[config.mk]
export PLATFORM = sky130hd
export DESIGN_NAME = result_serializer
export DESIGN_NICKNAME = d
export VERILOG_FILES = /design/src/rtl/result_serializer.sv
export SDC_FILE = /design/constraint.sdc
export NUM_CORES = 1
export LEC_CHECK = 0
export BUFFER_PORTS_ARGS = -buffer_cell sky130_fd_sc_hd__buf_2
export CAP_MARGIN = 0
export CORE_ASPECT_RATIO = 1.75
export CORE_UTILIZATION = 40
export DETAILED_ROUTE_END_ITERATION = 8
export PLACE_DENSITY = 0.75
export RECOVER_POWER = 25
export SLEW_MARGIN = 40
export SYNTH_ARGS = -nofsm -noshare
export SYNTH_HDL_FRONTEND = slang
export SYNTH_SLANG_ARGS = --single-unit
export TNS_END_PERCENT = 10
[constraint.sdc]
create_clock -name clk_i -period 3.31 [get_ports clk_i]
set_input_delay 0.331 -clock clk_i [delete_from_list [all_inputs] [get_ports clk_i]]
set_output_delay 0.331 -clock clk_i [all_outputs]
set_load 0.005 [all_outputs]
[src/rtl/result_serializer.sv]
// result_serializer
//   Takes one 32-bit ALU result word over a valid/ready handshake and sends it
//   as four bytes on a valid/ready byte stream toward the UART transmitter.
//   It also keeps a wrapping count of words whose four bytes have all been sent.
//
// Parameters
//   MSB_FIRST     1: byte order [31:24],[23:16],[15:8],[7:0]; 0: reversed
//
// Ports
//   clk_i         clock
//   rst_ni        asynchronous active-low reset
//   word_i        result word, sampled only on the word handshake
//   word_valid_i  word_i valid
//   word_ready_o  block can accept a word (high only in IDLE)
//   byte_o        current byte toward UART TX
//   byte_valid_o  byte_o valid (high throughout SEND)
//   byte_ready_i  UART TX accepts byte_o
//   busy_o        a word is in flight
//   words_sent_o  wrapping count of fully sent words
module result_serializer #(
    parameter bit MSB_FIRST = 1'b1
) (
    input  logic        clk_i,
    input  logic        rst_ni,
    input  logic [31:0] word_i,
    input  logic        word_valid_i,
    output logic        word_ready_o,
    output logic [7:0]  byte_o,
    output logic        byte_valid_o,
    input  logic        byte_ready_i,
    output logic        busy_o,
    output logic [15:0] words_sent_o
);

    typedef enum logic {
        IDLE,
        SEND
    } state_t;

    state_t      state;
    logic [31:0] word_q;
    logic [1:0]  idx;
    logic [15:0] word_cnt;
    logic        word_ready_q;
    logic        byte_valid_q;
    logic        busy_q;
    logic [7:0]  byte_q;

    // Byte lane for send position i. With MSB first, position i maps to lane
    // 3-i, which for a 2-bit index is its bitwise inverse.
    function automatic logic [7:0] pick_byte(input logic [31:0] w, input logic [1:0] i);
        logic [1:0] lane;
        lane = MSB_FIRST ? ~i : i;
        case (lane)
            2'd0:    pick_byte = w[7:0];
            2'd1:    pick_byte = w[15:8];
            2'd2:    pick_byte = w[23:16];
            default: pick_byte = w[31:24];
        endcase
    endfunction

    // The byte register is loaded one cycle ahead: the first byte at capture
    // and each following byte on the handshake of the byte before it. That
    // keeps byte_o registered and stable under back-pressure. After the last
    // byte it simply holds.
    always_ff @(posedge clk_i or negedge rst_ni) begin
        if (!rst_ni) begin
            state        <= IDLE;
            word_q       <= '0;
            idx          <= '0;
            word_cnt     <= '0;
            word_ready_q <= 1'b1;
            byte_valid_q <= 1'b0;
            busy_q       <= 1'b0;
            byte_q       <= '0;
        end else begin
            case (state)
                IDLE: begin
                    if (word_valid_i) begin
                        word_q       <= word_i;
                        idx          <= '0;
                        byte_q       <= pick_byte(word_i, 2'd0);
                        state        <= SEND;
                        word_ready_q <= 1'b0;
                        byte_valid_q <= 1'b1;
                        busy_q       <= 1'b1;
                    end
                end
                SEND: begin
                    if (byte_ready_i) begin
                        if (idx == 2'd3) begin
                            state        <= IDLE;
                            word_cnt     <= word_cnt + 16'd1;
                            word_ready_q <= 1'b1;
                            byte_valid_q <= 1'b0;
                            busy_q       <= 1'b0;
                        end else begin
                            idx    <= idx + 2'd1;
                            byte_q <= pick_byte(word_q, idx + 2'd1);
                        end
                    end
                end
                default: begin
                    state        <= IDLE;
                    word_ready_q <= 1'b1;
                    byte_valid_q <= 1'b0;
                    busy_q       <= 1'b0;
                end
            endcase
        end
    end

    assign word_ready_o = word_ready_q;
    assign byte_valid_o = byte_valid_q;
    assign busy_o       = busy_q;
    assign byte_o       = byte_q;
    assign words_sent_o = word_cnt;

endmodule

## After elaboration in Yosys (flattened, before gate mapping)

Index checks and enable logic that the tools add are counted.

| storage, ports and cells | value |
|---|---|
| output and inout port bits | 27 |
| register bits after elaboration | 61 |
| logic and storage cells | 44 |
| input bits | 36 |

| cells by class | value |
|---|---|
| reduce and logical (&&, ||, !) cells | 5 |
| eq/ne operators | 7 |
| muxes and demuxes | 21 |
| add/sub/neg operators | 2 |
| bitwise logic cells | 2 |

Operators with widths:

| operator | number |
|---|---|
| 2-to-1 mux 8 bit | 3 |
| case mux 8 bit (3 select lines) | 1 |
| adder 16 x 1 -> 16 bit, second input constant | 1 |
| case mux 8 bit (2 select lines) | 1 |
| 2-to-1 mux 1 bit | 9 |
| AND reduction 3 bit | 3 |
| 2-to-1 mux 2 bit | 3 |
| inequality test 2 bit, second input constant | 3 |
| case mux 1 bit (2 select lines) | 3 |
| == test 2 bit, second input constant | 2 |
| case mux 2 bit (2 select lines) | 1 |
| adder 2 x 1 -> 2 bit, second input constant | 1 |
| == test 2 x 1 -> 1 bit, second input constant | 1 |
| logical NOT 2 bit | 1 |
| inequality test 2 x 1 -> 1 bit, second input constant | 1 |
| inverter 2 bit | 1 |
| AND reduction 2 bit | 1 |
| inverter 1 bit | 1 |

## Depth between registers and ports, before layout

| depth | value |
|---|---|
| depth after elaboration | 7 |
| gate-level depth with buffers | 5 |
| depth with buffers taken out | 5 |

## Worst setup path before layout

Ideal clock, no wire load.

| path | value |
|---|---|
| kind | register -> register |
| start point | register idx[0] |
| end point | register word_cnt[11], in the netlist words_sent_o[11] |
| setup slack | 1.701 ns |
| library setup time | 0.126 ns |
| cell stages (with the launch flop) | 6 |
| arrival time | 1.483 ns |
| required time | 3.184 ns |
| buffers on the path | 0 |
| cells stage by stage | dfrtp_1 ha_1 and3_4 nand4_4 or3_4 xnor2_2 |

| on the way | value |
|---|---|
| word-level cells in the longest chain between the ends | 2 |

RTL lines:

| what | RTL line | RTL |
|---|---|---|
| from (decl) | 42 | `logic [1:0] idx;` |
| from (signal assigned) | 98 | `idx <= idx + 2'd1;` |
| == test 2 bit | 91 | `if (idx == 2'd3) begin` |
| AND reduction 3 bit (no source line) | n/a |  |
| to (signal assigned) | 93 | `word_cnt <= word_cnt + 16'd1;` |
| to (decl) | 43 | `logic [15:0] word_cnt;` |

No other way between the ends.
A chain may end at the register's enable or synchronous reset.

==> qor.yml <==
outcome:
  status: "complete, but fails checks"
  failed_checks: "capacitance limit, slew limit"
finish:
  antenna_cells_inserted: 0
  finalCoreUtilization: 0.4989
  area_growth_syn_to_layout_pct: 19.35
  post_route_cells_drive_above_1_share: 0.2724
  final_nets: 331
  combined_area_of_the_multi_input_logic_cells_sq_um: 942.2
  final.fill_count: 576
  layout.area.seq_sq_um: 1328
timing:
  totalNegativeSetupSlack_ps: 0
  period_share: 0.5280
  finalSetupViolCount: 0
  hold_viol: 0
  finClkSkew_ps: 8.341
  slew-limit-headroom: -0.3418
  clock.fmax_ghz: 0.5722
  finalWorstPathRequiredPeriod_ps: 1748
  worst_pin_slew_ps: 2013
  rsz_0062_raised_after_global_routing: "false"
  count_of_pins_over_their_slew_limit: 39
setup_path:
  critPathSlowestCell: "sky130_fd_sc_hd__clkbuf_1"
  timing.critical_path.buf_inv: 1
  critical_path_peak_fanout: 38
  criticalPathCategory: "primary input to async pin"
  critical_path_cell_by_cell: "clkbuf_1"
  crit_family: "buffers and inverters"
  critical_path_capture_point_type: "async pin"
  worst-endpoint-arrival_ps: 1760
  worstPathRequired_ps: 3330
  start_kind: "primary input"
  timing.critical_path.slowest_cell_delay_ps: 1410
floorplan:
  io-pin-count: 63
  floorplan.rows: 36
  design.core.area_sq_um: 5585
  die_w_um: 59.75
  die_ht_um: 103.1
  floorplan.die_area_sq_um: 6158
  initial_core_util: 0.4180
run:
  max-cap-violations: 1
synthesis:
  seq_area_frac_synth: 0.5686
  dominantRegCellSynth: "sky130_fd_sc_hd__dfrtp_1"
  synth-edff-count: 0
  syn_inst: 232
  synth_top_cells_by_count: "sky130_fd_sc_hd__nand2_1 (90), sky130_fd_sc_hd__dfrtp_1 (52)"
  synthesis.nets: 273
  netlist_top_cells_area: "sky130_fd_sc_hd__dfrtp_1 (56%), sky130_fd_sc_hd__nand2_1 (14%), sky130_fd_sc_hd__a222oi_1 (3.4%)"
  netlist.area_leader.share: 0.5573
  synth.largest_area_cell: "sky130_fd_sc_hd__dfrtp_1"
  synthArstFlopShare: 1.000
  synthesis.area_sq_um: 2335
  synth-seq-cells: 53
  synthMostInstantiatedCell: "sky130_fd_sc_hd__nand2_1"
  yosysWarningCount: 0
  synthesis.area_per_instance_sq_um: 10.06
  post_synth_num_cell_types: 31
pwr:
  static-leakage-power_nw: 1.472
  vdd_drop_max_mv: 0.2460
  power_density_nw_per_um2: 764.0
grt:
  vias_in_the_first_global_route: 1832
  globalRouteOverflowTotal: 0
  antenna_found_initial: 0
  globalRouteTotalUtil: 0.1826
  grt_pass1_wl_um: 8397
  pin_count_of_the_biggest_net_entering_global_routing: 39
cts:
  clkSlewWorstSetupHoldPaths_ps: 90
  post_cts_resize_count: 0
  postCtsSetupRepairBufs: 0
  cts-buffers-inserted: 5
  clk_path_buf_depth: 2
  tritoncts: "done"
  insertion_delay_ps: 300
  ctsRootBufferMaster: "sky130_fd_sc_hd__clkbuf_8"
  cts_hold_buffers: 0
  h-tree-depth: 2
  cts_num_sinks: 53
drt:
  drc: 0
  wirelength_um: 5139
  initialDrtViolationCount: 64
  num_vias: 1817
  routedWlPerCell_um: 14.04
  drt-vias-per-instance: 4.964
  drt_pass1_iterations: 4
  detail-route-antenna-nets: 0
placed_design:
  hpwlAfterDp_um: 3913
  port_buffers: 62
  finalWeightedCongestion: 0.8287
min_path:
  worstHoldPathType: "primary input to register"
area by class of cell:
cell class | instances | share of cell area
Clock buffer | 7 | 0.03098
Timing Repair Buffer | 64 | 0.1163
Inverter | 3 | 0.004041
Tap cell | 76 | 0.03413
Multi-Input combinational cell | 163 | 0.3381
Sequential cell | 53 | 0.4764
path summary, 6_finish.rpt:
check | startpoint | slack, ps | end | cells after the start
worst max-delay path | rst_ni | 1560 | byte_o[1] | 1
worst min-delay path | word_i[3] | 210 | word_q[3] | 3
min in group asynchronous | rst_ni | 590 | busy_o | 1
worst max register to register | idx[1] | 1630 | words_sent_o[11] | 5
max in group clk_i | idx[1] | 1630 | words_sent_o[11] | 5
worst min register to register | word_ready_o | 470 | word_ready_o | 2
per-layer routing:
metal | wire, um | track usage | vias up
met3 | 226 | 0.03388 | 10
met5 | 0 | 0 | -
li1 | - | - | 886
met2 | 2755 | 0.3248 | 61
met1 | 2009 | 0.2065 | 860
met4 | 148 | 0.08050 | 0
where the power goes:
| group | switching (mW) | leakage, nW | internal [mW] |
|---|---|---|---|
| clock | 0.199 | 0.0443 | 0.166 |
| combinational | 0.388 | 0.763 | 0.305 |
| sequential | 0.181 | 0.664 | 0.890 |
| total | 0.768 | 1.47 | 1.36 |
registers in the layout, indices dropped and copies added, names as in the netlist:
| register | count |
|---|---|
| word_ready_o | 1 |
| idx | 2 |
| busy_o | 1 |
| state | 1 |
| word_q | 24 |
| byte_o | 8 |
| words_sent_o | 16 |
cell usage in the layout (no fill, tap or decap):
master | synthesis | routed
sky130_fd_sc_hd__o31ai_1 | 2 | 2
sky130_fd_sc_hd__nand4_2 | 1 | 1
sky130_fd_sc_hd__nor2_1 | 6 | 6
sky130_fd_sc_hd__buf_4 | 1 | 2
sky130_fd_sc_hd__o22ai_1 | 8 | 8
sky130_fd_sc_hd__or3_4 | 1 | 1
sky130_fd_sc_hd__ha_1 | 5 | 5
sky130_fd_sc_hd__dfrtp_1 | 52 | 52
sky130_fd_sc_hd__o21ai_1 | 1 | 1
sky130_fd_sc_hd__and3_1 | 1 | 1
sky130_fd_sc_hd__nor2b_1 | 1 | 1
sky130_fd_sc_hd__nand2b_1 | 1 | 1
sky130_fd_sc_hd__nor3_1 | 2 | 2
sky130_fd_sc_hd__nand4_1 | 1 | 1
sky130_fd_sc_hd__xnor2_1 | 8 | 8
sky130_fd_sc_hd__xnor2_2 | 1 | 1
sky130_fd_sc_hd__nand3_1 | 3 | 3
sky130_fd_sc_hd__inv_1 | 3 | 3
sky130_fd_sc_hd__nand4_4 | 2 | 2
sky130_fd_sc_hd__nand2_1 | 90 | 90
sky130_fd_sc_hd__clkbuf_8 | 0 | 6
sky130_fd_sc_hd__dfstp_2 | 1 | 1
sky130_fd_sc_hd__xor2_1 | 7 | 7
sky130_fd_sc_hd__and2b_1 | 1 | 1
sky130_fd_sc_hd__and3_4 | 1 | 1
sky130_fd_sc_hd__and4_1 | 1 | 1
sky130_fd_sc_hd__a21oi_1 | 8 | 8
sky130_fd_sc_hd__clkbuf_1 | 8 | 2
sky130_fd_sc_hd__nor4_2 | 3 | 3
sky130_fd_sc_hd__a222oi_1 | 8 | 8
sky130_fd_sc_hd__buf_2 | 1 | 61
metrics by stage:
stage          hold slack (ps)  instances  instance area [sq um]  power [mW]  setup slack [ps]
6_report                 213.4        366                   2786       2.129              1562
5_1_grt                  211.2        366                   2786       2.298              1205
4_1_cts                  144.4        366                   2788       2.146              1615
3_5_place_dp             455.0        359                   2701       1.780              1626
3_3_place_gp             450.1        359                   2701       1.743              1674
2_1_floorplan            35.41        232                   2335       1.514              1701
cells by family after synthesis:
group / Yosys count / share of synthesized area
flops: 53 / 0.5686
xor+xnor: 16 / 0.06324
compound gates: 27 / 0.08146
fa+ha+maj: 5 / 0.02680
simple gates: 115 / 0.2321
buf+inv: 16 / 0.02787
Note: power is estimated with default switching activity, not from simulation.
